===== src/rtl/reorder_buffer.sv =====
// Circular reorder buffer: allocates entries at issue, collects ALU/LSB results,
// retires one instruction per cycle in program order and flushes on branch mispredict.
module reorder_buffer #(
  parameter int ROB_INDEX_BIT = 4
) (
  input  logic                     clk_in,
  input  logic                     rst_in,
  input  logic                     rdy_in,
  input  logic                     issue_valid,
  input  logic [1:0]               issue_type,
  input  logic [4:0]               issue_rd,
  input  logic                     issue_pred_taken,
  output logic [ROB_INDEX_BIT-1:0] issue_rob_id,
  output logic                     full,
  input  logic                     alu_wb_valid,
  input  logic [ROB_INDEX_BIT-1:0] alu_wb_rob_id,
  input  logic [31:0]              alu_wb_value,
  input  logic                     alu_wb_taken,
  input  logic [31:0]              alu_wb_target,
  input  logic                     lsb_wb_valid,
  input  logic [ROB_INDEX_BIT-1:0] lsb_wb_rob_id,
  input  logic [31:0]              lsb_wb_value,
  input  logic [ROB_INDEX_BIT-1:0] qry1_id,
  input  logic [ROB_INDEX_BIT-1:0] qry2_id,
  output logic                     qry1_ready,
  output logic                     qry2_ready,
  output logic [31:0]              qry1_value,
  output logic [31:0]              qry2_value,
  output logic [4:0]               set_value_id,
  output logic [31:0]              set_value,
  output logic [ROB_INDEX_BIT-1:0] set_value_rob_id,
  output logic                     store_commit,
  output logic [ROB_INDEX_BIT-1:0] store_commit_rob_id,
  output logic                     clear,
  output logic [31:0]              clear_pc
);
  localparam int DEPTH = 2 ** ROB_INDEX_BIT;
  localparam logic [ROB_INDEX_BIT:0] CNT_FULL = (ROB_INDEX_BIT + 1)'(DEPTH);
  localparam logic [1:0] TYPE_STORE  = 2'd1;
  localparam logic [1:0] TYPE_BRANCH = 2'd2;

  logic [DEPTH-1:0]         busy_q, busy_d, ready_q, ready_d;
  logic [1:0]               type_q   [DEPTH];
  logic [4:0]               rd_q     [DEPTH];
  logic                     pred_q   [DEPTH];
  logic                     taken_q  [DEPTH];
  logic [31:0]              value_q  [DEPTH];
  logic [31:0]              target_q [DEPTH];
  logic [ROB_INDEX_BIT-1:0] head_q, head_d, tail_q, tail_d;
  logic [ROB_INDEX_BIT:0]   count_q, count_d;

  logic [4:0]               set_value_id_q, set_value_id_d;
  logic [31:0]              set_value_q, set_value_d;
  logic [ROB_INDEX_BIT-1:0] set_value_rob_id_q, set_value_rob_id_d;
  logic                     store_commit_q, store_commit_d;
  logic [ROB_INDEX_BIT-1:0] store_commit_rob_id_q, store_commit_rob_id_d;
  logic                     clear_q, clear_d;
  logic [31:0]              clear_pc_q, clear_pc_d;

  logic can_act, do_alloc, do_commit, mispredict, alu_hit, lsb_hit;

  assign full         = (count_q == CNT_FULL);
  assign issue_rob_id = tail_q;

  // The flush cycle (clear_q high) swallows every issue/writeback/commit.
  assign can_act    = rdy_in && !clear_q;
  assign do_alloc   = can_act && issue_valid && !full;
  assign do_commit  = can_act && busy_q[head_q] && ready_q[head_q];
  assign mispredict = do_commit && (type_q[head_q] == TYPE_BRANCH) &&
                      (taken_q[head_q] != pred_q[head_q]);
  assign alu_hit    = can_act && alu_wb_valid && busy_q[alu_wb_rob_id];
  assign lsb_hit    = can_act && lsb_wb_valid && busy_q[lsb_wb_rob_id] &&
                      !(alu_hit && (alu_wb_rob_id == lsb_wb_rob_id));

  function automatic logic [32:0] lookup(input logic [ROB_INDEX_BIT-1:0] id);
    if (alu_wb_valid && alu_wb_rob_id == id) return {1'b1, alu_wb_value};
    if (lsb_wb_valid && lsb_wb_rob_id == id) return {1'b1, lsb_wb_value};
    return {busy_q[id] && ready_q[id], value_q[id]};
  endfunction

  assign {qry1_ready, qry1_value} = lookup(qry1_id);
  assign {qry2_ready, qry2_value} = lookup(qry2_id);

  always_comb begin
    busy_d  = busy_q;
    ready_d = ready_q;
    head_d  = head_q;
    tail_d  = tail_q;
    count_d = count_q;
    if (alu_hit) ready_d[alu_wb_rob_id] = 1'b1;
    if (lsb_hit) ready_d[lsb_wb_rob_id] = 1'b1;
    if (do_commit) begin
      busy_d[head_q] = 1'b0;
      head_d = head_q + 1'b1;
    end
    if (do_alloc) begin
      busy_d[tail_q]  = 1'b1;
      ready_d[tail_q] = 1'b0;
      tail_d = tail_q + 1'b1;
    end
    count_d = count_q + (ROB_INDEX_BIT + 1)'(do_alloc) - (ROB_INDEX_BIT + 1)'(do_commit);
    if (mispredict) begin
      busy_d  = '0;
      head_d  = '0;
      tail_d  = '0;
      count_d = '0;
    end
  end

  always_comb begin
    set_value_id_d        = set_value_id_q;
    set_value_d           = set_value_q;
    set_value_rob_id_d    = set_value_rob_id_q;
    store_commit_d        = store_commit_q;
    store_commit_rob_id_d = store_commit_rob_id_q;
    clear_d               = clear_q;
    clear_pc_d            = clear_pc_q;
    if (rdy_in) begin
      // Strobes fall back to idle; value/pc buses keep their last contents.
      set_value_id_d = '0;
      store_commit_d = 1'b0;
      clear_d        = 1'b0;
      if (do_commit) begin
        if (type_q[head_q] == TYPE_STORE) begin
          store_commit_d        = 1'b1;
          store_commit_rob_id_d = head_q;
        end else begin
          set_value_id_d     = rd_q[head_q];
          set_value_d        = value_q[head_q];
          set_value_rob_id_d = head_q;
        end
        if (mispredict) begin
          clear_d    = 1'b1;
          clear_pc_d = target_q[head_q];
        end
      end
    end
  end

  always_ff @(posedge clk_in or posedge rst_in) begin
    if (rst_in) begin
      busy_q                <= '0;
      ready_q               <= '0;
      head_q                <= '0;
      tail_q                <= '0;
      count_q               <= '0;
      set_value_id_q        <= '0;
      set_value_q           <= '0;
      set_value_rob_id_q    <= '0;
      store_commit_q        <= 1'b0;
      store_commit_rob_id_q <= '0;
      clear_q               <= 1'b0;
      clear_pc_q            <= '0;
    end else begin
      busy_q                <= busy_d;
      ready_q               <= ready_d;
      head_q                <= head_d;
      tail_q                <= tail_d;
      count_q               <= count_d;
      set_value_id_q        <= set_value_id_d;
      set_value_q           <= set_value_d;
      set_value_rob_id_q    <= set_value_rob_id_d;
      store_commit_q        <= store_commit_d;
      store_commit_rob_id_q <= store_commit_rob_id_d;
      clear_q               <= clear_d;
      clear_pc_q            <= clear_pc_d;
    end
  end

  // Payload storage needs no reset: busy/ready gate every use of it.
  always_ff @(posedge clk_in) begin
    if (do_alloc) begin
      type_q[tail_q]  <= issue_type;
      rd_q[tail_q]    <= issue_rd;
      pred_q[tail_q]  <= issue_pred_taken;
      taken_q[tail_q] <= issue_pred_taken;
    end
    if (alu_hit) begin
      value_q[alu_wb_rob_id]  <= alu_wb_value;
      taken_q[alu_wb_rob_id]  <= alu_wb_taken;
      target_q[alu_wb_rob_id] <= alu_wb_target;
    end
    if (lsb_hit) value_q[lsb_wb_rob_id] <= lsb_wb_value;
  end

  assign set_value_id        = set_value_id_q;
  assign set_value           = set_value_q;
  assign set_value_rob_id    = set_value_rob_id_q;
  assign store_commit        = store_commit_q;
  assign store_commit_rob_id = store_commit_rob_id_q;
  assign clear               = clear_q;
  assign clear_pc            = clear_pc_q;
endmodule


===== config.mk =====
export PLATFORM = sky130hd
export DESIGN_NAME = reorder_buffer
export DESIGN_NICKNAME = d
export VERILOG_FILES = /design/src/rtl/reorder_buffer.sv
export SDC_FILE = /design/constraint.sdc
export NUM_CORES = 2
export LEC_CHECK = 0
export BUFFER_PORTS_ARGS = -buffer_cell sky130_fd_sc_hd__buf_4
export CORE_MARGIN = 5
export CORE_UTILIZATION = 25
export CTS_BUF_LIST = sky130_fd_sc_hd__clkbuf_16
export DETAILED_ROUTE_END_ITERATION = 10
export GPL_TIMING_DRIVEN = 0
export PLACE_DENSITY = 0.4
export SETUP_SLACK_MARGIN = 0.3
export SLEW_MARGIN = 5
export SYNTH_ARGS = -nofsm -noshare
export SYNTH_HDL_FRONTEND = slang
export SYNTH_SLANG_ARGS = --single-unit

===== constraint.sdc =====
create_clock -name clk_in -period 7.1 [get_ports clk_in]
set_input_delay 0.71 -clock clk_in [delete_from_list [all_inputs] [get_ports clk_in]]
set_output_delay 0.71 -clock clk_in [all_outputs]
set_load 0.1 [all_outputs]

* Word level (Yosys, flattened, before mapping) *
Memories as Yosys holds them, arrays and structs flattened. A register that Yosys moved wholly into a read port is not among the register bits.
Cells that the tools add are included.
Widths: inputs -> output; s select.

cells by class
  add/sub/neg operators = 4
  multipliers = 0
  divide/modulo/power cells = 0
  $lt $le $gt $ge = 10
  eq/ne operators = 9
  shift-type cells = 0
  mux-type cells = 61
  bitwise operators = 8
  reduce and logical (&&, ||, !) cells = 31

operator list
  cell                 number
  $mux 33              8
  $mux 16              6
  $or 16x16->16        3
  $and 16x16->16       2
  $bmux 1 s4           8
  $not 16->16          2
  $lt 4x5->1 const B   6
  $mux 1               28
  $logic_and 1x1->1    23
  $eq 4x4->1           5
  $demux 1 s4          4
  $ge 4x1->1 const B   4
  $mux 4               4
  $mux 5               3
  $reduce_and 3->1     3
  $add 4x1->4 const B  2
  $add 5x1->5          1
  $eq 5x5->1 const B   1
  $sub 5x1->5          1
  $reduce_bool 2->1    2
  $logic_not 1->1      3
  $eq 2x1->1 const B   1
  $eq 2x2->1 const B   1
  $ne 1x1->1           1
  $not 1->1            1

storage, ports and cells
  bits in registers = 60
  bits in latches = 0
  RAM bits = 1168
  ROM bits = 0
  bits of input ports = 127
  output and inout bits = 150
  word-level logic and storage cells = 139
  memories kept = 6

memory list
  name      words  bits a word  read ports  clocked after memory_dff  wr ports  line  RTL
  target_q  16     32           1           1                         1         48    logic [31:0] target_q [DEPTH];
  value_q   16     32           3           1                         2         47    logic [31:0] value_q [DEPTH];
  rd_q      16     5            1           0                         1         44    logic [4:0] rd_q [DEPTH];
  type_q    16     2            1           0                         1         43    logic [1:0] type_q [DEPTH];
  pred_q    16     1            1           0                         1         45    logic pred_q [DEPTH];
  taken_q   16     1            1           0                         2         46    logic taken_q [DEPTH];

* Logic depth before layout (Yosys ltp) *
  depth in word-level cells = 10
  gate-level depth with buffers = 20
  mapped depth without buffers = 17

* Worst setup path after synthesis *
Ideal clock, no wire load.

  path type = input -> output
  start point = input port qry1_id[0]
  end point = output port qry1_value[10]
  data arrival time = 4.689 ns
  data required time = 6.390 ns
  slack = 1.701 ns
  cell stages on the path = 8
  buffers on the path = 4
  cells stage by stage = clkbuf_1 clkbuf_1 buf_2 xor2_1 nor4_2 buf_2 mux2i_1 o21ai_0

on the way
  word-level cells in the longest chain between the ends = 6
  elaborated cells on any way between the ends = 11
  those cells by class = eq/ne: 2; mux: 6; reduce/logical: 2; memory: 1

RTL lines
  item                 line  RTL
  from (decl)          23    input logic [ROB_INDEX_BIT-1:0] qry1_id,
  $eq 4x4->1           77    if (lsb_wb_valid && lsb_wb_rob_id == id) return {1'b1, lsb_wb_value};
  $logic_and 1x1->1    77
  $mux 1 (2 in a row)  77
  $mux 33              78    return {busy_q[id] && ready_q[id], value_q[id]};
  $mux 33 *            77
  to (decl)            27    output logic [31:0] qry1_value,

Mark *: on every way between the ends. The rest lies on a longest branch, timed or not. The select of a mux whose other input is x is not followed.

* Worst setup path after layout *
  start point = input port qry1_id[0]
  end point = output port qry1_value[5]

The elaborated chain is that of the path after synthesis.

==> impl_summary.md <==
Placed design
The post-detailed-placement half-perimeter wirelength is 188,000 um. The routability congestion estimate from global placement is 0.817. The cell area after placement is ~73,000 um^2. Port buffering added 267 buffers.

Cells and area
The area added between synthesis and finish is 18.8%. Leaving out fill and tap cells, the most frequent cell in the layout is edfxtp_1. Summing all multi-input logic gate instances after layout gives 26,300 um^2. The total of fill cells in the finished design is 25,819. Cells with a size suffix above 1 make up about 48% of the layout. In the layout the commonest cells are 1,168 x edfxtp_1, 700 x mux4_2, 555 x mux2_2. The final-stage net count is 4,146. The final standard cell area without fillers is around 78,000 um^2.

Across the whole layout, storage elements account for 38,200 um^2.

Critical path
The logic depth of the worst register-to-register path is 8. The kind of cell adding the most delay to the critical path is buffers and inverters. Along the worst path, the maximum fanout reaches 10. STA classifies the critical path endpoint as an output pin. STA classifies the critical path startpoint as a primary input. For the worst setup path, the data required time is 6.39 ns.

The critical path goes through clkbuf_1 -> clkbuf_1 -> buf_2 -> xor2_1 -> nor4_4 -> buf_2 -> mux2i_1 -> o21ai_0 -> buf_4. The launching point of the worst reg2reg path is head_q[1]. The number of buffers and inverters on the critical path is 5. For this run, the slowest stage of the critical path takes 1.01 ns.

The internal reg-to-reg setup slack is 1.88 ns. Data on the critical path arrives at its endpoint at about 6 ns. The critical setup path kind is in2out. The endpoint of the worst register-to-register path is clear_pc[0].

The slowest stage of the critical path belongs to the cell o21ai_0.

STA
The tightest hold path in the finished design has a slack of 0.180 ns. Setup repair after global routing left no endpoint under its margin. The max-slew headroom at the worst pin is around 3.0%.

The minimum period implied by the final worst setup slack is 6.61 ns. The total count of max-transition violations in the final report came to 0. The part of the cycle the worst path needs is approximately 93%. The fmax is 151 MHz.

At the pin with the least slew margin, the transition time is 1.46 ns. The count of final hold-check violations was 0. The number of setup violations in the final report is 0. Across the routed clock network, the largest skew measured is 0.0440 ns.

Clock tree
The root buffer cell chosen for the clock tree is clkbuf_16. TritonCTS created 156 clock buffers. The H-tree was split into 4 levels. The CTS tree is done. The buffer depth of the longest clock path is 3. The number of instances resized during post-cts repair is 0.

The later pin in the worst-skew pair is clocked with a latency of 0.84 ns. After clock tree synthesis, the clock-pin slew on the worst setup and hold paths is 0.06 ns. The clock drives 1,292 sinks.

Die
For this configuration, the core starts out at a cell density of 25.1%. The die covers around 270,000 um^2. The total area inside the core boundary comes to 263,000 um^2. In this run the horizontal extent of the chip is 524 um. The number of top-level pins is 277. Row generation in the floorplan step produced 188 rows. The die is 524 um tall.

Synthesis
Of the synthesized area, sequential elements account for 57.8%. The number of storage elements in the synthesis netlist is between 1,000 and 1,500. Counting distinct cell types in the post-synthesis netlist gives 55. The number of instances in the synthesized netlist is 3,540.

The net count after synthesis is between 3,000 and 4,000. The Yosys step of the flow raised 0 warnings. Summing every instance area after synthesis gives 66,000 um^2. The most instantiated flip-flop cell in the synthesis netlist is edfxtp_1. The share of synthesized flip-flops with an asynchronous set or reset is 9.60%. The synthesized area per cell is ~19 um^2. Counting flops with a built-in enable in the synthesized netlist gives approximately 1,200.

Worst hold path
For hold timing, the worst endpoint is target_q[15][29]. In this run the worst hold path is classified as in2reg. The worst hold path cell count is 1. The startpoint identified for the worst hold timing path is alu_wb_target[29].

Detailed routing
Using the TritonRoute via totals, the vias-per-cell ratio works out to 5.17. The number of iterations in the first detailed-routing pass is 7. After the first detailed-routing iteration, the DRC count stood at 4,212. The routed design has 279,000 um of wire. Across all layers, the routed design uses 39,627 vias. The post-route DRC violation count is 0. In the final routed layout, each cell accounts on average for between 30 and 40 um. The count of nets left with antenna violations once routing finished came out at 0.

Power
The cell internal power dissipation is 15.7 mW. Per report_power, the clock group accounts for a little under a third of the total. Net switching is 36.0% of the power. For this design the static power due to leakage is between 20 and 30 nW.

The part of the power in combinational logic is 31.8%. In this run the power density over the cells is 314 nW/um^2. For this design the total switching power over the nets is 8.85 mW. The sequential power share is a little under two fifths. The maximum vdd drop is 181 uV.

Outcome
The flow ran to the end, and the final reports show no timing, DRC or antenna violations.

GRT
Entering global routing, the biggest net connects between 60 and 70 pins. The combined global-route utilization of all metal layers is 20.0%. For this run the aggregate overflow at the end of global routing stands at 0. The via count of the first global-routing pass is 40,421. The wire length of the first global-routing pass is 373,000 um. The number of antenna violations at the first check in global routing was 53.

Flow run
Max-cap violations in this run came to 0.
synth_stat cells, types with 5 or more instances:
cell type  count  area (um^2)
a21oi_1       31          155
a22oi_1        8         60.1
a31oi_1        6         37.5
a32o_1         5         50.1
and3_1         6         37.5
buf_1         29          109
buf_2         91          455
buf_4         11         82.6
buf_6          8         90.1
clkbuf_1     196          736
dfrtp_1      124         3100
edfxtp_1    1168        35100
ha_1          14          175
inv_1         51          191
mux2_1        21          236
mux2_2       555         6250
mux2_4        28          420
mux2i_1       71          711
mux4_2       700        15800
nand2_1      151          567
nand2b_1       8         50.1
nand3_1       27          135
nand4_1        9         56.3
nand4b_2       7          105
nor2_1        33          124
nor2b_1       10         62.6
o211ai_1       8         60.1
o21a_1         6         45.0
o21ai_0       89          445
xnor2_1        9         78.8
xor2_1        18          158
what timing repair did:
action                    CTS  global route
hold buffers                1             0
setup buffers               0             0
hold endpoints to repair   47             0
layout make-up:
| class | instances | share of cell area (%) |
|---|---|---|
| multi-input combinational | 1862 | 33.6 |
| timing repair buffer | 306 | 3.63 |
| inverter | 51 | 0.257 |
| clock buffer | 157 | 5.01 |
| sequential | 1292 | 48.7 |
| clock inverter | 131 | 1.22 |
| tap | 3515 | 5.61 |
| buffer | 335 | 1.94 |
| antenna | 19 | 0.0606 |
sequential cells by signal, summed over array words and instances, names as in the netlist, 16 cells and up:
signal,cells
value_q,512
target_q,512
taken_q,16
rd_q,80
clear_pc,32
busy_q,16
type_q,32
pred_q,16
ready_q,16
set_value,32
logic make-up (layout without fill, tap and decap cells):
family | after synthesis | count (layout) | synth area share, %
other cells | 0 | 19 | 0
xor+xnor | 28 | 28 | 0.383
mux | 1375 | 1375 | 35.4
compound gates | 170 | 170 | 1.57
flops | 1292 | 1292 | 57.8
fa+ha+maj | 15 | 15 | 0.296
buf+inv | 386 | 980 | 2.52
simple gates | 274 | 274 | 1.99
power groups by stage:
stage          sequential (mW)  combinational, mW  clock [mW]
3_3_place_gp              9.19               7.91           0
2_1_floorplan             10.3               4.05           0
4_1_cts                   9.03               7.96        7.94
3_5_place_dp              9.19               7.94           0
5_1_grt                   9.07               8.18        8.24
6_report                  9.03               7.82        7.74
layer usage:
metal,global-route usage [%],wire (um),vias to the layer above
met4,6.92,10200,24
met5,0,164,-
li1,-,-,15767
met2,31.7,130000,1605
met3,3.98,18100,400
met1,27.4,121000,21831
worst max path at each step:
stage / startpoint / end / slack (ns) / cells past startpoint
3_3_place_gp: alu_wb_rob_id[0] / value_q[11][18] / -3.78 / 7
3_5_place_dp: qry1_id[0] / qry1_value[5] / 0.67 / 9
6_report: qry1_id[0] / qry1_value[5] / 0.49 / 9
4_1_cts: qry1_id[0] / qry1_value[5] / 0.66 / 9
5_1_grt: qry1_id[0] / qry1_value[5] / 0.73 / 9
2_1_floorplan: qry1_id[0] / qry1_value[10] / 1.70 / 8
stage by stage:
step                worst slack, ns  instances  setup TNS [ns]  utilization (%)  total power, mW
finish                        0.486       7668               0             29.8             24.6
global route                  0.729       7658               0             29.8             25.5
CTS                           0.656       7649               0             29.8             24.9
detailed placement            0.672       7360               0             28.0             17.1
global placement              -3.78       7322         -496.89             27.6             17.1
floorplan                      1.70       3540               0                -             14.4
Power figures use the tool's default switching activity.
